## config.mk

```make
export PLATFORM = sky130hd
export DESIGN_NAME = operand_entry_fsm
export DESIGN_NICKNAME = d
export VERILOG_FILES = /design/src/rtl/operand_entry_fsm.sv
export SDC_FILE = /design/constraint.sdc
export NUM_CORES = 1
export LEC_CHECK = 0
export ABC_AREA = 1
export BUFFER_PORTS_ARGS = -buffer_cell sky130_fd_sc_hd__buf_2
export CAP_MARGIN = 20
export CORE_MARGIN = 8
export CORE_UTILIZATION = 33
export DETAILED_ROUTE_END_ITERATION = 10
export GPL_TIMING_DRIVEN = 1
export MAX_ROUTING_LAYER = met4
export PLACE_DENSITY = 0.62
export SLEW_MARGIN = 0
export SYNTH_ARGS = -nofsm -noshare
export SYNTH_HDL_FRONTEND = slang
export SYNTH_SLANG_ARGS = --single-unit
export TNS_END_PERCENT = 1
```

## constraint.sdc

```tcl
create_clock -name clk -period 2.05 [get_ports clk]
set_input_delay 0.41 -clock clk [delete_from_list [all_inputs] [get_ports clk]]
set_output_delay 0.41 -clock clk [all_outputs]
set_load 0.01 [all_outputs]
```

## src/rtl/operand_entry_fsm.sv

```systemverilog
// rtl/operand_entry_fsm.sv - push-button debounce and operand entry sequencer for the 4-bit calculator
module operand_entry_fsm #(
    parameter int DEBOUNCE_CYCLES = 16
) (
    input  logic       clk,
    input  logic       rst,
    input  logic [3:0] sw,
    input  logic       sub_sw,
    input  logic       btn,
    output logic [3:0] a,
    output logic [3:0] b,
    output logic       s,
    output logic       result_valid,
    output logic [1:0] phase
);

    // Counter must reach DEBOUNCE_CYCLES-1; keep at least one bit for tiny settings.
    localparam int CW = (DEBOUNCE_CYCLES > 2) ? $clog2(DEBOUNCE_CYCLES) : 1;
    localparam logic [CW-1:0] CNT_MAX = CW'(DEBOUNCE_CYCLES - 1);

    // Phase encoding doubles as the FSM state so the status LEDs come straight off the state flops.
    localparam logic [1:0] LOAD_A = 2'b00;
    localparam logic [1:0] LOAD_B = 2'b01;
    localparam logic [1:0] SHOW   = 2'b10;

    logic          sync1_q, sync1_d;
    logic          sync2_q, sync2_d;
    logic          db_q, db_d;
    logic [CW-1:0] cnt_q, cnt_d;
    logic          db_prev_q, db_prev_d;
    logic          press;

    logic [1:0]    phase_q, phase_d;
    logic [3:0]    a_q, a_d;
    logic [3:0]    b_q, b_d;
    logic          s_q, s_d;
    logic          rv_q, rv_d;

    // Two-flop synchroniser for the asynchronous button.
    always_comb begin
        sync1_d = btn;
        sync2_d = sync1_q;
    end

    // Debounce: the synchronised level must differ from db for DEBOUNCE_CYCLES straight cycles to flip it.
    always_comb begin
        db_d  = db_q;
        cnt_d = cnt_q;
        if (sync2_q == db_q) begin
            cnt_d = '0;
        end else if (cnt_q == CNT_MAX) begin
            db_d  = sync2_q;
            cnt_d = '0;
        end else begin
            cnt_d = cnt_q + 1'b1;
        end
    end

    // Rising edge of the debounced level is the only event; releases are ignored.
    always_comb begin
        db_prev_d = db_q;
        press     = db_q & ~db_prev_q;
    end

    // Entry sequencer: capture A, then B with the operation, then clear for the next calculation.
    always_comb begin
        phase_d = phase_q;
        a_d     = a_q;
        b_d     = b_q;
        s_d     = s_q;
        rv_d    = rv_q;
        case (phase_q)
            LOAD_A: begin
                if (press) begin
                    a_d     = sw;
                    phase_d = LOAD_B;
                end
            end
            LOAD_B: begin
                if (press) begin
                    b_d     = sw;
                    s_d     = sub_sw;
                    rv_d    = 1'b1;
                    phase_d = SHOW;
                end
            end
            SHOW: begin
                if (press) begin
                    a_d     = 4'd0;
                    b_d     = 4'd0;
                    s_d     = 1'b0;
                    rv_d    = 1'b0;
                    phase_d = LOAD_A;
                end
            end
            default: begin
                // Unreachable encoding: recover to a clean LOAD_A without waiting for a press.
                a_d     = 4'd0;
                b_d     = 4'd0;
                s_d     = 1'b0;
                rv_d    = 1'b0;
                phase_d = LOAD_A;
            end
        endcase
    end

    // Button path registers; reset drops any debounce in progress.
    always_ff @(posedge clk or posedge rst) begin
        if (rst) begin
            sync1_q   <= 1'b0;
            sync2_q   <= 1'b0;
            db_q      <= 1'b0;
            cnt_q     <= '0;
            db_prev_q <= 1'b0;
        end else begin
            sync1_q   <= sync1_d;
            sync2_q   <= sync2_d;
            db_q      <= db_d;
            cnt_q     <= cnt_d;
            db_prev_q <= db_prev_d;
        end
    end

    // Sequencer state and captured operands.
    always_ff @(posedge clk or posedge rst) begin
        if (rst) begin
            phase_q <= LOAD_A;
            a_q     <= 4'd0;
            b_q     <= 4'd0;
            s_q     <= 1'b0;
            rv_q    <= 1'b0;
        end else begin
            phase_q <= phase_d;
            a_q     <= a_d;
            b_q     <= b_d;
            s_q     <= s_d;
            rv_q    <= rv_d;
        end
    end

    // Outputs are taken directly from flops so the downstream adder/display sees no input glitches.
    always_comb begin
        a            = a_q;
        b            = b_q;
        s            = s_q;
        result_valid = rv_q;
        phase        = phase_q;
    end

endmodule
```

==> impl_metrics.csv, run 1 <==
group,metric,value,unit
detailed_routing,first_pass_iters,4,
logic_synthesis,ys_seq_area_frac,0.6144,
die,start_util,0.3380,
critical_path,cp_slowest_stage_delay,0.42,ns
timing,finalMaxSlewViolations,0,
detailed_routing,routed_wl,1.483,mm
outcome,status,"completed",
global_routing,grt_pass1_vias,673,
timing,tightest_slew,0.7155,ns
timing,fin_skew,0.003872,ns
critical_path,worst-path-max-fanout,4,
clocking,postCtsSetupBuffers,0,
die,die_y,65.68,um
placement,gp_congestion,0.7199,
critical_path,arrival,0.87,ns
clocking,postCtsHoldBufs,0,
placement,dp_cells,136,
critical_path,critPathSlowestCell,"dfrtp_1",
logic_synthesis,synthCells,87,
critical_path,crit_type,"reg2out",
die,die_x,65.68,um
logic_synthesis,yosys_warnings,0,
finish,layout-drive-gt1-share,0.2727,
placement,post-dp-hpwl,1.169,mm
finish,design_area,983.4,um^2
clocking,htree_levels,1,
logic_synthesis,synth.avg_cell_area,9.362,um^2
timing,post-route-period-util,0.6249,
placement,placed_area,947.2,um^2
clocking,clk_latency,0.30,ns
critical_path,cpLargestDelayFamily,"flip-flops",
clocking,clock-sinks,20,
clocking,path_clk_slew,0.11,ns
clocking,clock_path_buffers,2,
logic_synthesis,syn_nets,96,
worst_hold_path,holdCritPathClass,"in2async",
timing,fin_crit,1.281,ns
finish,fillers,235,
placement,io_buffer_count,19,
die,rows,18,
critical_path,cp-start-kind,"flop",
finish,final_cell_mix,"nand2_1, dfrtp_1, buf_2, inv_1, nor2_1",
detailed_routing,drtAntennaViolNets,0,
detailed_routing,viasPerCell,4.357,
power,ir_worst_vdd,0.5148,mV
timing,fmax,780.7,MHz
global_routing,grt_usage,0.08412,
finish,syn_to_final_growth,20.74,%
die,die-area,0.004314,mm^2
critical_path,path_cells,"buf_2",
finish,stdcell_count,140,
timing,max-slew-margin-rel,0.5225,
global_routing,grt_max_degree,21,
die,core,0.002410,mm^2
clocking,root_buffer,"clkbuf_4",
global_routing,grt_pass1_wl,2.725,mm
timing,hold_viol,0,
finish,fin_nets,120,
power,power_leakage,0.5068,nW
timing,timing.hold.ws,0.2017,ns
critical_path,setup.worst_path.end_class,"primary output",
logic_synthesis,yosys_register_bits,20,
timing,timing.final.ws_setup,0.7690,ns
timing,fin_setup_tns,0,ns
clocking,postCtsResizedCells,0,
power,powerDensity,777.8,mW/mm^2
detailed_routing,drt_iter0_drc,8,
detailed_routing,drc,0,
detailed_routing,routedWlPerCell,10.59,um
die,io_pins,20,
clocking,cts_inserted_buffers,3,
clocking,cts_tree,"done",
logic_synthesis,ys_types,13,
timing,setup_viol,0,
placement,dp_slack,1.004,ns
global_routing,antenna_found_initial,0,
critical_path,critPathBufInv,1,
logic_synthesis,syn_area,814.5,um^2
finish,antenna_cells,0,
global_routing,grt-ovfl-total,0,
detailed_routing,num_vias,610,
timing,rsz0062_at_grt,"no",
flow_run,maxCapViolCount,0,
critical_path,required,1.64,ns
finish,final_common_cell,"nand2_1",
==> final cells by class <==
class | count | area, um^2 | share of cell area
sequential | 20 | 500.5 | 0.5089
multi-input combinational | 58 | 280.3 | 0.2850
timing repair buffer | 19 | 95.09 | 0.09669
tap | 30 | 37.54 | 0.03817
clock buffer | 4 | 36.28 | 0.03690
inverter | 9 | 33.78 | 0.03435
==> synth_stat cells <==
| library cell | instances | area share |
|---|---|---|
| nand2_1 | 39 | 0.18 |
| dfrtp_1 | 20 | 0.61 |
| inv_1 | 9 | 0.041 |
| nor2_1 | 4 | 0.018 |
| nand3_1 | 3 | 0.018 |
| nand2_2 | 2 | 0.015 |
| nand2_4 | 2 | 0.028 |
| nor2_4 | 2 | 0.028 |
| o21ai_0 | 2 | 0.012 |
| and2_4 | 1 | 0.011 |
| ha_1 | 1 | 0.015 |
| nand4_1 | 1 | 0.0077 |
| xnor2_1 | 1 | 0.011 |
==> report_power, final <==
part	total, mW	switching [mW]	internal, mW
combinational	0.0929	0.0549	0.0380
clock	0.225	0.116	0.108
sequential	0.447	0.0204	0.427
total	0.765	0.192	0.573
==> cells by family (layout without fill, tap and decap cells) <==
kind of cell | count (synthesis) | after routing | share of synthesized area
simple gates | 54 | 54 | 0.3057
compound gates | 2 | 2 | 0.01229
fa+ha+maj | 1 | 1 | 0.01536
xor+xnor | 1 | 1 | 0.01075
buf+inv | 9 | 32 | 0.04147
flops | 20 | 20 | 0.6144
==> path summary, 6_finish.rpt <==
| path | endpoint | cells after the start | slack (ns) | startpoint |
|---|---|---|---|---|
| min in group clk | sync1_q | 1 | 0.20 | btn |
| min | cnt_q[0] | 2 | 0.20 | rst |
| min reg2reg | sync2_q | 0 | 0.37 | sync1_q |
| max in group asynchronous | s | 2 | 1.40 | rst |
| max | phase[0] | 1 | 0.77 | phase[0] |
| max reg2reg | cnt_q[0] | 4 | 1.01 | cnt_q[0] |
==> state kept, by name, indices dropped and copies added, names as in the netlist <==
name / count
phase: 2
cnt_q: 4
a: 4
db_prev_q: 1
s: 1
b: 4
sync2_q: 1
sync1_q: 1
db_prev_d: 1
result_valid: 1
==> per-layer routing <==
layer,vias to the layer above,global-route usage,wire [um]
met5,-,-,0
met2,13,0.1328,700
met3,5,0.02891,87
met1,281,0.08656,652
li1,311,-,-
met4,0,0.05722,42
==> stage by stage <==
step,power (mW),utilization
2_1_floorplan,0.5020,-
3_3_place_gp,0.5444,0.3930
3_5_place_dp,0.5493,0.3930
4_1_cts,0.7803,0.4081
5_1_grt,0.8062,0.4081
6_report,0.7649,0.4081
Power figures use the tool's default switching activity.
==> run 2: changes to the inputs <==
==> constraint.sdc (replaced) <==
create_clock -name clk -period 1.3 [get_ports clk]
set_input_delay 0.26 -clock clk [delete_from_list [all_inputs] [get_ports clk]]
set_output_delay 0.26 -clock clk [all_outputs]
set_load 0.01 [all_outputs]
==> impl_metrics.csv, run 2 (same netlist as run 1, synthesis figures left out) <==
group,metric,value,unit
detailed_routing,routedWlPerCell,10.65,um
finish,antenna_cells,0,
worst_hold_path,holdCritPathClass,"in2reg",
finish,multi_input_area,280.3,um^2
global_routing,grt_max_degree,21,
finish,design_area,0.001001,mm^2
placement,placed_area,954.7,um^2
global_routing,grt_usage,0.08409,
die,start_util,0.3380,
detailed_routing,drt_iter0_drc,18,
timing,timing.final.ws_setup,0.1799,ns
critical_path,cp_slowest_stage_delay,0.42,ns
timing,post-route-period-util,0.8617,
detailed_routing,drc,0,
critical_path,crit_type,"reg2out",
finish,fillers,241,
timing,fmax,892.7,MHz
timing,fin_setup_tns,0,ns
power,power_leakage,0.5158,nW
global_routing,antenna_found_initial,0,
power,ir_worst_vdd,0.7469,mV
critical_path,required,1.04,ns
critical_path,worst-path-max-fanout,4,
timing,max-slew-margin-rel,0.8328,
critical_path,critPathBufInv,1,
critical_path,worstReg2RegEnd,"cnt_q[3]",
clocking,clock_path_buffers,2,
outcome,status,"completed",
die,die-area,0.004314,mm^2
placement,gp_congestion,0.7234,
critical_path,critPathSlowestCell,"dfrtp_1",
clocking,htree_levels,1,
detailed_routing,routed_wl,1.512,mm
global_routing,grt_pass1_vias,649,
global_routing,grt-ovfl-total,0,
detailed_routing,first_pass_iters,4,
timing,setup_viol,0,
critical_path,path_cells,"buf_2",
clocking,cts_tree,"done",
detailed_routing,viasPerCell,4.423,
critical_path,cpLargestDelayFamily,"flip-flops",
clocking,clock-sinks,20,
detailed_routing,drtAntennaViolNets,0,
die,die_y,65.68,um
timing,rsz0062_at_grt,"no",
clocking,clk_latency,0.29,ns
critical_path,cp-start-kind,"flop",
critical_path,r2r_start,"cnt_q[0]",
die,rows,18,
finish,regArea,500.5,um^2
critical_path,setup.worst_path.end_class,"primary output",
critical_path,arrival,0.86,ns
finish,fin_nets,122,
timing,fin_crit,1.120,ns
timing,tightest_slew,0.2508,ns
finish,layout-drive-gt1-share,0.2768,
placement,post-dp-hpwl,1.199,mm
critical_path,r2r_slack,0.23,ns
placement,dp_slack,0.2531,ns
clocking,root_buffer,"clkbuf_4",
worst_hold_path,whs_endpoint,"sync1_q",
worst_hold_path,whs_path_depth,1,
global_routing,grt_pass1_wl,2.739,mm
timing,finalMaxSlewViolations,0,
die,core,0.002410,mm^2
die,io_pins,20,
die,die_x,65.68,um
timing,fin_skew,0.001431,ns
placement,io_buffer_count,19,
finish,final_common_cell,"nand2_1",
finish,final_cell_mix,"nand2_1, dfrtp_1, buf_2, inv_1, nor2_1",
power,powerDensity,1203,mW/mm^2
clocking,cts_inserted_buffers,3,
finish,syn_to_final_growth,22.89,%
flow_run,maxCapViolCount,0,
finish,fin_util,0.4154,
critical_path,rr_worst_depth,4,
detailed_routing,num_vias,628,
clocking,path_clk_slew,0.10,ns
timing,hold_viol,0,
worst_hold_path,hold_start,"btn",
run 2: cell types whose count changed in the layout (fill, tap and decap cells not counted):
cell,delta
buf_4,+1
dlygate4sd3_1,+1
run 2: per-stage QoR:
stage | cells | total power, mW | hold slack (ns)
finish | 142 | 1.204 | 0.06337
global route | 142 | 1.276 | 0.04534
CTS | 142 | 1.232 | 0.04437
detailed placement | 137 | 0.8697 | 0.2958
global placement | 137 | 0.8615 | 0.2883
floorplan | 87 | 0.7916 | 0.2238
run 2: area by class of cell:
cell class,instances,area share
flip-flops and latches,20,0.5000
multi-input cells,58,0.2800
repair buffers,21,0.1125
well taps,30,0.03750
clock buffers,4,0.03625
inverters,9,0.03375
run 2: worst max path at each step:
stage | from | to | slack (ns) | cells after the start
floorplan | phase[0] | phase[0] | 0.33 | 4
global placement | cnt_q[0] | cnt_q[3] | 0.33 | 4
detailed placement | cnt_q[0] | cnt_q[3] | 0.25 | 4
CTS | phase[0] | phase[0] | 0.15 | 1
global route | phase[0] | phase[0] | 0.12 | 1
finish | phase[0] | phase[0] | 0.18 | 1
run 2: power breakdown:
| group | leakage [nW] | switching [mW] | total [mW] | internal [mW] |
|---|---|---|---|---|
| registers | 0.227 | 0.0289 | 0.702 | 0.673 |
| clock network | 0.0210 | 0.179 | 0.349 | 0.171 |
| logic | 0.267 | 0.0891 | 0.153 | 0.0640 |
run 2: metal layers:
layer  part of all wire  track usage  vias to the layer above
met5                  0            -                        -
met3              0.065      0.03231                        2
met4             0.0026      0.04905                        0
met2               0.47       0.1242                       14
li1                   -            -                      316
met1               0.46      0.09461                      296
run 2: what timing repair did:
action / CTS / global route
gates resized for setup: 0 / 0
setup buffers: 0 / 0
hold endpoints to repair: 20 / 0
hold buffers: 1 / 0
==> run 3: changes to the inputs <==
--- a/config.mk
+++ b/config.mk
@@ -6,7 +6,7 @@
 export NUM_CORES = 1
 export LEC_CHECK = 0
 export ABC_AREA = 1
-export BUFFER_PORTS_ARGS = -buffer_cell sky130_fd_sc_hd__buf_2
+export BUFFER_PORTS_ARGS = -buffer_cell sky130_fd_sc_hd__buf_4
 export CAP_MARGIN = 20
 export CORE_MARGIN = 8
 export CORE_UTILIZATION = 33
==> impl_metrics.csv, run 3 (same netlist as run 1, synthesis figures left out) <==
group,metric,value,unit
worst_hold_path,hold_start,"btn",
global_routing,grt-ovfl-total,0,
global_routing,grt_pass1_vias,654,
clocking,htree_levels,1,
detailed_routing,drt_iter0_drc,11,
power,clkPwrFrac,0.239,
timing,hold_viol,0,
die,rows,18,
power,combPwrFrac,0.155,
outcome,status,"completed",
critical_path,cp_slowest_stage_delay,0.43,ns
critical_path,worstReg2RegEnd,"cnt_q[3]",
placement,post-dp-hpwl,1.257,mm
global_routing,antenna_found_initial,0,
clocking,clock-sinks,20,
timing,fin_skew,0.001694,ns
timing,setup_viol,0,
critical_path,r2r_slack,0.24,ns
die,die_x,65.68,um
timing,fin_setup_tns,0,ns
critical_path,crit_type,"reg2out",
detailed_routing,first_pass_iters,4,
power,seqPwrFrac,0.606,
finish,antenna_cells,0,
critical_path,rr_worst_depth,4,
worst_hold_path,holdCritPathClass,"in2reg",
worst_hold_path,whs_path_depth,1,
power,ir_worst_vdd,0.7293,mV
global_routing,grt_usage,0.08496,
clocking,clock_path_buffers,2,
finish,layout-drive-gt1-share,0.2703,
power,swShare,0.2485,
finish,final_common_cell,"nand2_1",
timing,post-route-period-util,0.8717,
critical_path,cpLargestDelayFamily,"flip-flops",
critical_path,cp-start-kind,"flop",
detailed_routing,drtAntennaViolNets,0,
clocking,cts_inserted_buffers,3,
clocking,root_buffer,"clkbuf_4",
worst_hold_path,whs_endpoint,"sync1_q",
timing,fin_crit,1.133,ns
die,die_y,65.68,um
critical_path,required,1.04,ns
critical_path,setup.worst_path.end_class,"primary output",
die,start_util,0.3380,
placement,io_buffer_count,19,
detailed_routing,drc,0,
flow_run,maxCapViolCount,0,
clocking,cts_tree,"done",
timing,max-slew-margin-rel,0.8292,
finish,fin_nets,122,
detailed_routing,viasPerCell,4.277,
die,die-area,0.004314,mm^2
detailed_routing,routed_wl,1.547,mm
timing,tightest_slew,0.2562,ns
die,core,0.002410,mm^2
finish,final_cell_mix,"nand2_1, dfrtp_1, buf_4, inv_1, nor2_1",
finish,fin_util,0.4294,
power,power_leakage,0.5305,nW
power,p_int,871.7,uW
global_routing,grt_max_degree,21,
placement,gp_congestion,0.7660,
timing,fmax,882.5,MHz
global_routing,grt_pass1_wl,2.766,mm
detailed_routing,num_vias,603,
detailed_routing,routedWlPerCell,10.97,um
clocking,clk_latency,0.28,ns
critical_path,r2r_start,"cnt_q[0]",
critical_path,worst-path-max-fanout,4,
timing,rsz0062_at_grt,"no",
power,powerDensity,1121,mW/mm^2
critical_path,critPathSlowestCell,"dfrtp_1",
die,io_pins,20,
critical_path,arrival,0.87,ns
critical_path,path_cells,"buf_4",
timing,finalMaxSlewViolations,0,
power,p_sw,288.3,uW
clocking,path_clk_slew,0.10,ns
finish,syn_to_final_growth,27.04,%
critical_path,critPathBufInv,1,
run 3: cell types whose count changed in the layout (fill, tap and decap cells not counted):
cell,before,now
buf_2,19,0
buf_4,1,20
clkbuf_8,1,0
run 3: final cells by class:
type                       count  area [um^2]
sequential                    20        500.5
multi-input combinational     58        280.3
inverter                       9        33.78
clock buffer                   3        22.52
timing repair buffer          21        160.2
fill                         245         1375
tap                           30        37.54
run 3: power by group through the flow:
stage / clock [mW] / combinational [mW] / sequential (mW)
finish: 0.277 / 0.180 / 0.703
global route: 0.319 / 0.204 / 0.713
CTS: 0.296 / 0.187 / 0.705
detailed placement: 0 / 0.185 / 0.715
global placement: 0 / 0.179 / 0.718
floorplan: 0 / 0.0598 / 0.732
run 3: per-layer routing:
| layer | track usage | routed length (um) | vias to the layer above |
|---|---|---|---|
| met3 | 0.03231 | 96 | 2 |
| li1 | - | - | 312 |
| met4 | 0.03270 | 10 | 0 |
| met5 | - | 0 | - |
| met2 | 0.1401 | 775 | 14 |
| met1 | 0.08990 | 665 | 275 |
run 3: worst max-delay path by stage:
stage | slack (ns) | startpoint | endpoint | depth (start not counted)
after floorplan | 0.33 | phase[0] | phase[0] | 4
after global placement | 0.30 | cnt_q[0] | cnt_q[3] | 4
after detailed placement | 0.25 | cnt_q[0] | cnt_q[3] | 4
after CTS | 0.15 | phase[0] | phase[0] | 1
after global routing | 0.11 | phase[0] | phase[0] | 1
final | 0.17 | phase[0] | phase[0] | 1
run 3: through the flow:
step	area (um^2)	hold slack (ns)	worst slack, ns	total power [mW]	std cells
2_1_floorplan	814.5	0.2238	0.3293	0.7916	87
3_3_place_gp	1002	0.3042	0.2953	0.8971	137
3_5_place_dp	1002	0.3105	0.2499	0.9001	137
4_1_cts	1035	0.06207	0.1496	1.188	141
5_1_grt	1035	0.04962	0.1149	1.236	141
6_report	1035	0.07420	0.1668	1.160	141
run 3: timing repair:
action,CTS,global route
hold endpoints to repair,20,0
hold buffers,1,0
setup endpoints to repair,0,0
resized for setup,0,0
buffers inserted,0,0
